[config.mk]
export PLATFORM = sky130hd
export DESIGN_NAME = excp_ctrl_flat
export DESIGN_NICKNAME = d
export VERILOG_FILES = /design/src/rtl/excp_ctrl_pkg.sv /design/src/rtl/excp_ctrl_if.sv /design/src/rtl/excp_ctrl_prio_enc.sv /design/src/rtl/excp_ctrl.sv /design/src/flat_wrapper.sv
export SDC_FILE = /design/constraint.sdc
export NUM_CORES = 1
export LEC_CHECK = 0
export ABC_AREA = 1
export BUFFER_PORTS_ARGS = -buffer_cell sky130_fd_sc_hd__buf_2
export CORE_MARGIN = 4
export CORE_UTILIZATION = 44
export CTS_CLUSTER_SIZE = 20
export DETAILED_ROUTE_END_ITERATION = 7
export PLACE_DENSITY_LB_ADDON = 0.1
export SLEW_MARGIN = 10
export SYNTH_ARGS = -nofsm -noshare
export SYNTH_HDL_FRONTEND = slang
export SYNTH_HIERARCHICAL = 1
export SYNTH_SLANG_ARGS = --single-unit
[constraint.sdc]
create_clock -name clk -period 2.21 [get_ports clk]
set_input_delay 0.442 -clock clk [delete_from_list [all_inputs] [get_ports clk]]
set_output_delay 0.442 -clock clk [all_outputs]
set_load 0.02 [all_outputs]
[src/rtl/excp_ctrl_pkg.sv]
// Shared exception codes, FSM encoding and encoder types for the WB-stage
// exception/ertn commit controller.
package excp_ctrl_pkg;

    localparam logic [5:0] ECODE_INT = 6'h00;
    localparam logic [5:0] ECODE_ADE = 6'h08;
    localparam logic [5:0] ECODE_ALE = 6'h09;
    localparam logic [5:0] ECODE_SYS = 6'h0B;
    localparam logic [5:0] ECODE_BRK = 6'h0C;
    localparam logic [5:0] ECODE_INE = 6'h0D;

    localparam logic [2:0] ESUBCODE_ADEF = 3'd0;

    // Bit positions inside ws_excp = {ALE, BRK, SYS, INE, ADEF}
    localparam int EXCP_ADEF = 0;
    localparam int EXCP_INE  = 1;
    localparam int EXCP_SYS  = 2;
    localparam int EXCP_BRK  = 3;
    localparam int EXCP_ALE  = 4;

    typedef enum logic [1:0] {
        ST_IDLE,
        ST_FLUSH,
        ST_DRAIN,
        ST_REDIRECT
    } excp_state_e;

    typedef enum logic [1:0] {
        BADV_NONE,
        BADV_PC,
        BADV_VADDR
    } badv_sel_e;

endpackage

[src/rtl/excp_ctrl_if.sv]
// Fetch redirect handshake between the exception controller and the IF stage.
interface excp_ctrl_if;
    logic        redirect_valid;
    logic [31:0] redirect_pc;
    logic        redirect_ready;

    modport master (output redirect_valid, output redirect_pc, input redirect_ready);
    modport slave  (input redirect_valid, input redirect_pc, output redirect_ready);
endinterface

[src/rtl/excp_ctrl_prio_enc.sv]
// Combinational priority pick among interrupt, WB exception flags and ertn.
module excp_prio_enc
    import excp_ctrl_pkg::*;
(
    input  logic       has_int,
    input  logic [4:0] ws_excp,
    input  logic       ws_ertn,
    output logic       take,
    output logic       is_ertn,
    output logic [5:0] ecode,
    output logic [2:0] esubcode,
    output badv_sel_e  badv_sel
);

    always_comb begin
        take     = 1'b1;
        is_ertn  = 1'b0;
        ecode    = ECODE_INT;
        esubcode = 3'd0;
        badv_sel = BADV_NONE;
        if (has_int) begin
            ecode = ECODE_INT;
        end else if (ws_excp[EXCP_ADEF]) begin
            ecode    = ECODE_ADE;
            esubcode = ESUBCODE_ADEF;
            badv_sel = BADV_PC;
        end else if (ws_excp[EXCP_INE]) begin
            ecode = ECODE_INE;
        end else if (ws_excp[EXCP_SYS]) begin
            ecode = ECODE_SYS;
        end else if (ws_excp[EXCP_BRK]) begin
            ecode = ECODE_BRK;
        end else if (ws_excp[EXCP_ALE]) begin
            ecode    = ECODE_ALE;
            badv_sel = BADV_VADDR;
        end else if (ws_ertn) begin
            is_ertn = 1'b1;
        end else begin
            take = 1'b0;
        end
    end

endmodule

[src/rtl/excp_ctrl.sv]
// Exception/ertn commit controller: captures the WB event, pulses the CSR
// flush, drains memory, then redirects fetch to eentry or era.
module excp_ctrl
    import excp_ctrl_pkg::*;
(
    input  logic               clk,
    input  logic               reset,
    input  logic               ws_valid,
    input  logic [31:0]        ws_pc,
    input  logic [4:0]         ws_excp,
    input  logic               ws_ertn,
    input  logic [31:0]        ws_vaddr,
    input  logic               has_int,
    input  logic [31:0]        csr_era,
    input  logic [31:0]        csr_eentry,
    input  logic               mem_outstanding,
    excp_ctrl_if.master        redir,
    output logic               ws_cancel,
    output logic               excp_flush,
    output logic               ertn_flush,
    output logic [5:0]         ecode,
    output logic [2:0]         esubcode,
    output logic [31:0]        epc,
    output logic               badv_we,
    output logic [31:0]        badv,
    output logic               pipe_flush,
    output logic               ws_block
);

    excp_state_e state_reg, state_next;

    logic [5:0]  ecode_reg;
    logic [2:0]  esubcode_reg;
    logic [31:0] epc_reg;
    logic [31:0] badv_reg;
    logic        badv_we_reg;
    logic        is_ertn_reg;

    logic        enc_take;
    logic        enc_is_ertn;
    logic [5:0]  enc_ecode;
    logic [2:0]  enc_esubcode;
    badv_sel_e   enc_badv_sel;
    logic [31:0] badv_src;
    logic        take_now;
    logic        redirect_valid;
    logic [31:0] redirect_pc;

    excp_prio_enc u_prio_enc (
        .has_int  (has_int),
        .ws_excp  (ws_excp),
        .ws_ertn  (ws_ertn),
        .take     (enc_take),
        .is_ertn  (enc_is_ertn),
        .ecode    (enc_ecode),
        .esubcode (enc_esubcode),
        .badv_sel (enc_badv_sel)
    );

    // Gated by reset so ws_cancel is quiet while the controller is being reset.
    assign take_now = (state_reg == ST_IDLE) && ws_valid && enc_take && !reset;

    always_comb begin
        case (enc_badv_sel)
            BADV_PC:    badv_src = ws_pc;
            BADV_VADDR: badv_src = ws_vaddr;
            default:    badv_src = 32'd0;
        endcase
    end

    always_ff @(posedge clk) begin
        if (reset) begin
            state_reg    <= ST_IDLE;
            ecode_reg    <= 6'd0;
            esubcode_reg <= 3'd0;
            epc_reg      <= 32'd0;
            badv_reg     <= 32'd0;
            badv_we_reg  <= 1'b0;
            is_ertn_reg  <= 1'b0;
        end else begin
            state_reg <= state_next;
            if (take_now) begin
                ecode_reg    <= enc_ecode;
                esubcode_reg <= enc_esubcode;
                epc_reg      <= ws_pc;
                badv_reg     <= badv_src;
                badv_we_reg  <= (enc_badv_sel != BADV_NONE);
                is_ertn_reg  <= enc_is_ertn;
            end
        end
    end

    always_comb begin
        state_next     = state_reg;
        ws_cancel      = 1'b0;
        excp_flush     = 1'b0;
        ertn_flush     = 1'b0;
        badv_we        = 1'b0;
        pipe_flush     = 1'b0;
        ws_block       = 1'b0;
        redirect_valid = 1'b0;
        redirect_pc    = 32'd0;
        case (state_reg)
            ST_IDLE: begin
                ws_cancel = take_now;
                if (take_now) state_next = ST_FLUSH;
            end
            ST_FLUSH: begin
                excp_flush = !is_ertn_reg;
                ertn_flush = is_ertn_reg;
                badv_we    = badv_we_reg;
                pipe_flush = 1'b1;
                ws_block   = 1'b1;
                state_next = ST_DRAIN;
            end
            ST_DRAIN: begin
                pipe_flush = 1'b1;
                ws_block   = 1'b1;
                if (!mem_outstanding) state_next = ST_REDIRECT;
            end
            ST_REDIRECT: begin
                pipe_flush     = 1'b1;
                ws_block       = 1'b1;
                redirect_valid = 1'b1;
                // CSRs were written at the end of FLUSH, so the live value is current.
                redirect_pc    = is_ertn_reg ? csr_era : csr_eentry;
                if (redir.redirect_ready) state_next = ST_IDLE;
            end
            default: state_next = ST_IDLE;
        endcase
    end

    assign redir.redirect_valid = redirect_valid;
    assign redir.redirect_pc    = redirect_pc;
    assign ecode                = ecode_reg;
    assign esubcode             = esubcode_reg;
    assign epc                  = epc_reg;
    assign badv                 = badv_reg;

endmodule
[src/flat_wrapper.sv]
// flat-port wrapper written by rule: the top's interface ports become plain ports
module excp_ctrl_flat import excp_ctrl_pkg::*;
  (clk, reset, ws_valid, ws_pc, ws_excp, ws_ertn, ws_vaddr, has_int, csr_era, csr_eentry, mem_outstanding, ws_cancel, excp_flush, ertn_flush, ecode, esubcode, epc, badv_we, badv, pipe_flush, ws_block, redir_redirect_valid, redir_redirect_pc, redir_redirect_ready);
  excp_ctrl_if redir_i ();
  input  logic clk;
  input  logic reset;
  input  logic ws_valid;
  input  logic [31:0] ws_pc;
  input  logic [4:0] ws_excp;
  input  logic ws_ertn;
  input  logic [31:0] ws_vaddr;
  input  logic has_int;
  input  logic [31:0] csr_era;
  input  logic [31:0] csr_eentry;
  input  logic mem_outstanding;
  output logic ws_cancel;
  output logic excp_flush;
  output logic ertn_flush;
  output logic [5:0] ecode;
  output logic [2:0] esubcode;
  output logic [31:0] epc;
  output logic badv_we;
  output logic [31:0] badv;
  output logic pipe_flush;
  output logic ws_block;
  output wire logic [$bits(redir_i.redirect_valid)-1:0] redir_redirect_valid;
  output wire logic [$bits(redir_i.redirect_pc)-1:0] redir_redirect_pc;
  input wire logic [$bits(redir_i.redirect_ready)-1:0] redir_redirect_ready;
  assign redir_redirect_valid = redir_i.redirect_valid;
  assign redir_redirect_pc = redir_i.redirect_pc;
  assign redir_i.redirect_ready = redir_redirect_ready;
  excp_ctrl u_core (.clk(clk), .reset(reset), .ws_valid(ws_valid), .ws_pc(ws_pc), .ws_excp(ws_excp), .ws_ertn(ws_ertn), .ws_vaddr(ws_vaddr), .has_int(has_int), .csr_era(csr_era), .csr_eentry(csr_eentry), .mem_outstanding(mem_outstanding), .redir(redir_i), .ws_cancel(ws_cancel), .excp_flush(excp_flush), .ertn_flush(ertn_flush), .ecode(ecode), .esubcode(esubcode), .epc(epc), .badv_we(badv_we), .badv(badv), .pipe_flush(pipe_flush), .ws_block(ws_block));
endmodule
==> results of run 1 <==
-- cell usage after synthesis --
cell | number | area share
o31ai_1 | 1 | 0.0018
inv_1 | 19 | 0.017
buf_2 | 14 | 0.017
o21ai_0 | 74 | 0.089
nand2_4 | 1 | 0.0027
nor2_8 | 1 | 0.0048
ha_1 | 8 | 0.024
inv_6 | 1 | 0.0021
nand4_1 | 1 | 0.0015
a21oi_2 | 24 | 0.051
conb_1 | 1 | 0.00090
nand2_2 | 1 | 0.0015
nor3_1 | 1 | 0.0012
dfxtp_1 | 77 | 0.37
buf_1 | 2 | 0.0018
clkbuf_1 | 17 | 0.015
buf_8 | 1 | 0.0036
nand2_1 | 220 | 0.20
nor3b_2 | 1 | 0.0030
buf_4 | 10 | 0.018
buf_6 | 2 | 0.0054
nand3_1 | 10 | 0.012
nor2_2 | 2 | 0.0030
buf_12 | 2 | 0.0096
inv_2 | 1 | 0.00090
nor2_1 | 74 | 0.067
o21bai_1 | 1 | 0.0018
a21oi_1 | 13 | 0.016
nand3_2 | 25 | 0.060
-- worst paths after layout --
check	start	endpoint	slack [ns]
setup reg to reg	u_core/state_reg[0]	u_core/badv[1]	0.62
setup / recovery	u_core/state_reg[0]	redir_redirect_pc[3]	0.21
hold reg to reg	u_core/badv[31]	u_core/badv[31]	0.47
hold / removal	ws_pc[13]	u_core/epc[13]	0.31
-- stage by stage --
| stage | hold WS [ns] | worst slack [ns] |
|---|---|---|
| after floorplan | 0.501 | 0.418 |
| after global placement | 0.451 | 0.262 |
| after detailed placement | 0.455 | 0.199 |
| after CTS | 0.295 | 0.143 |
| after global routing | 0.298 | 0.0576 |
| final | 0.306 | 0.214 |
-- layout make-up --
type	instances	area [sq um]	share of cell area
clock buffer	11	151	0.0267
clock inverter	5	65.1	0.0115
multi-input combinational	463	2260	0.399
timing repair buffer	268	1400	0.247
inverter	21	83.8	0.0148
sequential	77	1540	0.272
tap	129	161	0.0285
-- kinds of logic (layout without fill, tap and decap cells) --
| family | after synthesis | after routing |
|---|---|---|
| flops | 77 | 77 |
| other cells | 1 | 5 |
| fa+ha+maj | 8 | 8 |
| buf+inv | 69 | 305 |
| simple gates | 337 | 337 |
| compound gates | 113 | 113 |
-- power by group through the flow --
stage / logic, uW / registers [uW] / clock network, uW
2_1_floorplan: 725 / 1870 / 0
3_3_place_gp: 1340 / 1680 / 0
3_5_place_dp: 1360 / 1690 / 0
4_1_cts: 1370 / 1660 / 1150
5_1_grt: 1490 / 1680 / 1230
6_report: 1360 / 1660 / 1140
-- routing by layer --
layer  vias to the layer above  track usage  share of wire
met2                       192        0.416           0.50
li1                       2376            -              -
met4                         0       0.0665          0.015
met5                         -            0              0
met3                        17       0.0521          0.073
met1                      2049        0.277           0.41
-- timing repair --
item | CTS | global route
hold buffers | 0 | 0
gates resized for setup | 0 | 1
setup endpoints to repair | 0 | 2
-- worst max-delay path: cells and delay by family (launching register included) --
| family | cells | cell delay (ns) |
|---|---|---|
| flip-flops | 1 | 0.39 |
| buffers and inverters | 2 | 0.39 |
| adder cells (fa/ha/maj) | 1 | 0.18 |
| AO/OA/AOI/OAI | 1 | 0.12 |
| AND/OR/NAND/NOR | 1 | 0.12 |
==> flow_summary.json, run 1 <==
{
  "synth_compound_area_frac": 0.159,
  "synth_area_per_cell_sq_um": 6.88,
  "fin_crit_ns": 2.00,
  "cp_cell_sequence": "ha_1 -> buf_6 -> o21ai_0 -> nor2_1 -> buf_2",
  "area_growth_pct": 36.0,
  "power_switching_uw": 1540,
  "track_usage": 0.232,
  "synth_cell_type_count": 29,
  "synth_xor_area_frac": 0,
  "drive_gt1_frac": 0.404,
  "vdd_drop_max_uv": 403,
  "swShare": 0.370,
  "finClkSkew_ns": 0.00940,
  "criticalPathCategory": "register to output pin",
  "power_leakage_uw": 0.00292,
  "yosysWarningCount": 6,
  "wirelength_um": 13500,
  "drt_first_pass_iters": 4,
  "post_drt_wl_per_cell_um": 13.8,
  "n_antenna_cell": 0,
  "grt_max_degree": 45,
  "critPathSlowestCell": "dfxtp_1",
  "htreeDepth": 3,
  "required_ns": 1.77,
  "hold_violations": 0,
  "finalSetupTns_ns": 0,
  "crit_arrival_ns": 1.55,
  "rsz0062_at_grt": "false",
  "post-route-period-util": 0.903,
  "final_common_cell": "buf_2",
  "postCtsSetupBuffers": 0,
  "cts.clk_slew.worst_paths_ns": 0.09,
  "remaining_drc_errors": 0,
  "n_fill_cell": 916,
  "crit_fanout": 34,
  "final_cell_mix": "buf_2, nand2_1, dfxtp_1",
  "total_power_uw": 4160,
  "hp-class": "input pin to register",
  "power_frac_comb": 0.327,
  "utilization": 0.613,
  "clock_latency_ns": 0.34,
  "root_buffer": "clkbuf_8",
  "antenna_found_initial": 0,
  "syn-cell-area_sq_um": 4160,
  "netlist_instances": 605,
  "grt_pass1_wl_um": 21200,
  "synthMuxAreaShare": 0,
  "fp.coreArea_sq_um": 9240,
  "fp.dieArea_sq_um": 11100,
  "yosys.area_share.simple": 0.355,
  "die_h_um": 105,
  "maxSlewViolCount": 0,
  "start_util": 0.450,
  "synthAdderAreaFrac": 0.0241,
  "overflow": 0,
  "ant_nets": 0,
  "dp_hpwl_um": 10300,
  "end_kind": "output pin",
  "clock-sinks": 77,
  "first_global_vias": 4322,
  "worst_setup_path_start_kind": "register",
  "cts_max_path_buffers": 2,
  "fmax_ghz": 0.501,
  "drt_iter0_drc": 271,
  "whs_path_depth": 3,
  "finalNonFillerCells": 974,
  "status": "finished clean",
  "synth_top_family_by_area": "simple AND/OR/NAND/NOR gates",
  "final-setup-viol-count": 0,
  "r2r_cells": 7,
  "die_x_um": 105,
  "gp_congestion": 0.850,
  "critPathMaxStageDelay_ns": 0.39,
  "yosysSeqAreaShare": 0.370,
  "dpl_cell_area_sq_um": 5440,
  "slew_headroom": 0.659,
  "core.rowCount": 35,
  "ys_seq_elements": 77,
  "num-nets-final": 988,
  "max_slew.worst_pin.slew_ns": 0.511,
  "vias_per_cell": 4.76,
  "max_cap_violations": 0,
  "portBuffers": 251,
  "powerDensity_nw_per_um2": 734,
  "vias": 4634,
  "numCtsBuffers": 9,
  "tritoncts": "done",
  "p_int_uw": 2620,
  "dp_cells": 958,
  "power_frac_seq": 0.399,
  "ioPinCount": 252,
  "p_clk_frac": 0.273,
  "fin_area_sq_um": 5660
}
(Power assumes the default switching activity.)
==> run 2, diff against run 1 <==
--- a/config.mk
+++ b/config.mk
@@ -11,7 +11,7 @@
 export CORE_UTILIZATION = 44
 export CTS_CLUSTER_SIZE = 20
 export DETAILED_ROUTE_END_ITERATION = 7
-export PLACE_DENSITY_LB_ADDON = 0.1
+export PLACE_DENSITY = 0.81
 export SLEW_MARGIN = 10
 export SYNTH_ARGS = -nofsm -noshare
 export SYNTH_HDL_FRONTEND = slang
==> flow_summary.json, run 2 (synthesized netlist as in run 1, its figures left out) <==
{
  "slew_headroom": 0.581,
  "root_buffer": "clkbuf_8",
  "post_cts_resized": 0,
  "gp_congestion": 0.851,
  "powerDensity_nw_per_um2": 718,
  "criticalPathCategory": "register to output pin",
  "vias": 4654,
  "antenna_found_initial": 0,
  "hp-class": "input pin to register",
  "post-route-period-util": 0.927,
  "fp.coreArea_sq_um": 9240,
  "r2r_setup_slack_ns": 0.39,
  "finalSetupTns_ns": 0,
  "final_common_cell": "buf_2",
  "power_leakage_uw": 0.00290,
  "worst_setup_path_start_kind": "register",
  "postCtsSetupBuffers": 0,
  "fmax_ghz": 0.488,
  "regToRegEndpoint": "u_core/badv[3]",
  "whs_path_depth": 3,
  "area_growth_pct": 35.0,
  "die_h_um": 105,
  "preCtsSetupSlack_ns": 0.209,
  "worst_slack_ns": 0.161,
  "htreeDepth": 3,
  "maxSlewViolCount": 0,
  "cts_max_path_buffers": 2,
  "final_cell_mix": "buf_2, nand2_1, dfxtp_1",
  "ant_nets": 0,
  "numCtsBuffers": 9,
  "hold_end": "u_core/epc[18]",
  "hold_violations": 0,
  "ff_latch_area_sq_um": 1540,
  "post_drt_wl_per_cell_um": 14.0,
  "dpl_cell_area_sq_um": 5440,
  "end_kind": "output pin",
  "ioPinCount": 252,
  "status": "finished clean",
  "max_slew.worst_pin.slew_ns": 0.629,
  "n_fill_cell": 919,
  "drt_iter0_drc": 270,
  "fin_area_sq_um": 5620,
  "n_antenna_cell": 0,
  "tritoncts": "done",
  "required_ns": 1.77,
  "wirelength_um": 13600,
  "hold_buffers": 0,
  "die_x_um": 105,
  "dp_hpwl_um": 10200,
  "grt_pass1_wl_um": 21300,
  "finClkSkew_ns": 0.00636,
  "fp.dieArea_sq_um": 11100,
  "num-nets-final": 986,
  "track_usage": 0.235,
  "drt_first_pass_iters": 5,
  "max_cap_violations": 0,
  "portBuffers": 251,
  "r2r_cells": 7,
  "crit_arrival_ns": 1.61,
  "reg2reg_from": "u_core/state_reg[0]",
  "multi_input_area_sq_um": 2260,
  "final-setup-viol-count": 0,
  "cts.clk_slew.worst_paths_ns": 0.08,
  "first_global_vias": 4374,
  "vias_per_cell": 4.80,
  "drive_gt1_frac": 0.401,
  "fin_crit_ns": 2.05,
  "remaining_drc_errors": 0,
  "start_util": 0.450,
  "core.rowCount": 35,
  "grt_max_degree": 69,
  "crit_fanout": 33,
  "utilization": 0.608,
  "rsz0062_at_grt": "false",
  "overflow": 0,
  "hold_start": "ws_pc[18]",
  "clock-sinks": 77,
  "clock_latency_ns": 0.34,
  "vdd_drop_max_uv": 417
}
==> run 2: cell type report <==
| class | instances | area share |
|---|---|---|
| repair buffers | 266 | 0.249 |
| inverters | 21 | 0.0149 |
| clock buffers | 9 | 0.0220 |
| well taps | 129 | 0.0287 |
| flip-flops and latches | 77 | 0.274 |
| multi-input cells | 463 | 0.402 |
| clock inverters | 5 | 0.00957 |
==> run 2: power breakdown <==
| part | switching (uW) | internal (uW) |
|---|---|---|
| Sequential | 94.1 | 1560 |
| Combinational | 904 | 460 |
| Clock | 508 | 506 |
| Total | 1510 | 2530 |
==> run 2: worst max-delay path by stage <==
stage / slack [ns] / start / endpoint / cells past startpoint
after global routing: 0.005 / u_core/state_reg[0] / redir_redirect_pc[30] / 5
after global placement: 0.25 / ws_excp[1] / u_core/badv[25] / 8
final: 0.16 / u_core/state_reg[0] / redir_redirect_pc[24] / 5
after detailed placement: 0.21 / ws_excp[1] / u_core/badv[22] / 8
after floorplan: 0.42 / u_core/state_reg[0] / redir_redirect_pc[10] / 4
after CTS: 0.08 / u_core/state_reg[0] / redir_redirect_pc[31] / 5
==> run 2: per-stage QoR <==
step,instances,hold WS [ns],power (uW)
global placement,956,0.451,3040
finish,970,0.313,4030
detailed placement,956,0.456,3060
CTS,970,0.298,4070
global route,970,0.313,4260
floorplan,609,0.501,2600
==> run 2: routing by layer <==
| metal | global-route usage | vias up | part of all wire |
|---|---|---|---|
| li1 | - | 2367 | - |
| met2 | 0.416 | 214 | 0.49 |
| met4 | 0.0778 | 0 | 0.026 |
| met5 | 0 | - | 0 |
| met3 | 0.0612 | 22 | 0.094 |
| met1 | 0.275 | 2051 | 0.39 |
==> run 2: worst max-delay path: stages, from the launching register on <==
cell and delay (ns):
dfxtp_1 0.39, ha_1 0.21, buf_6 0.22, o21ai_0 0.11, nor2_1 0.14, buf_2 0.19
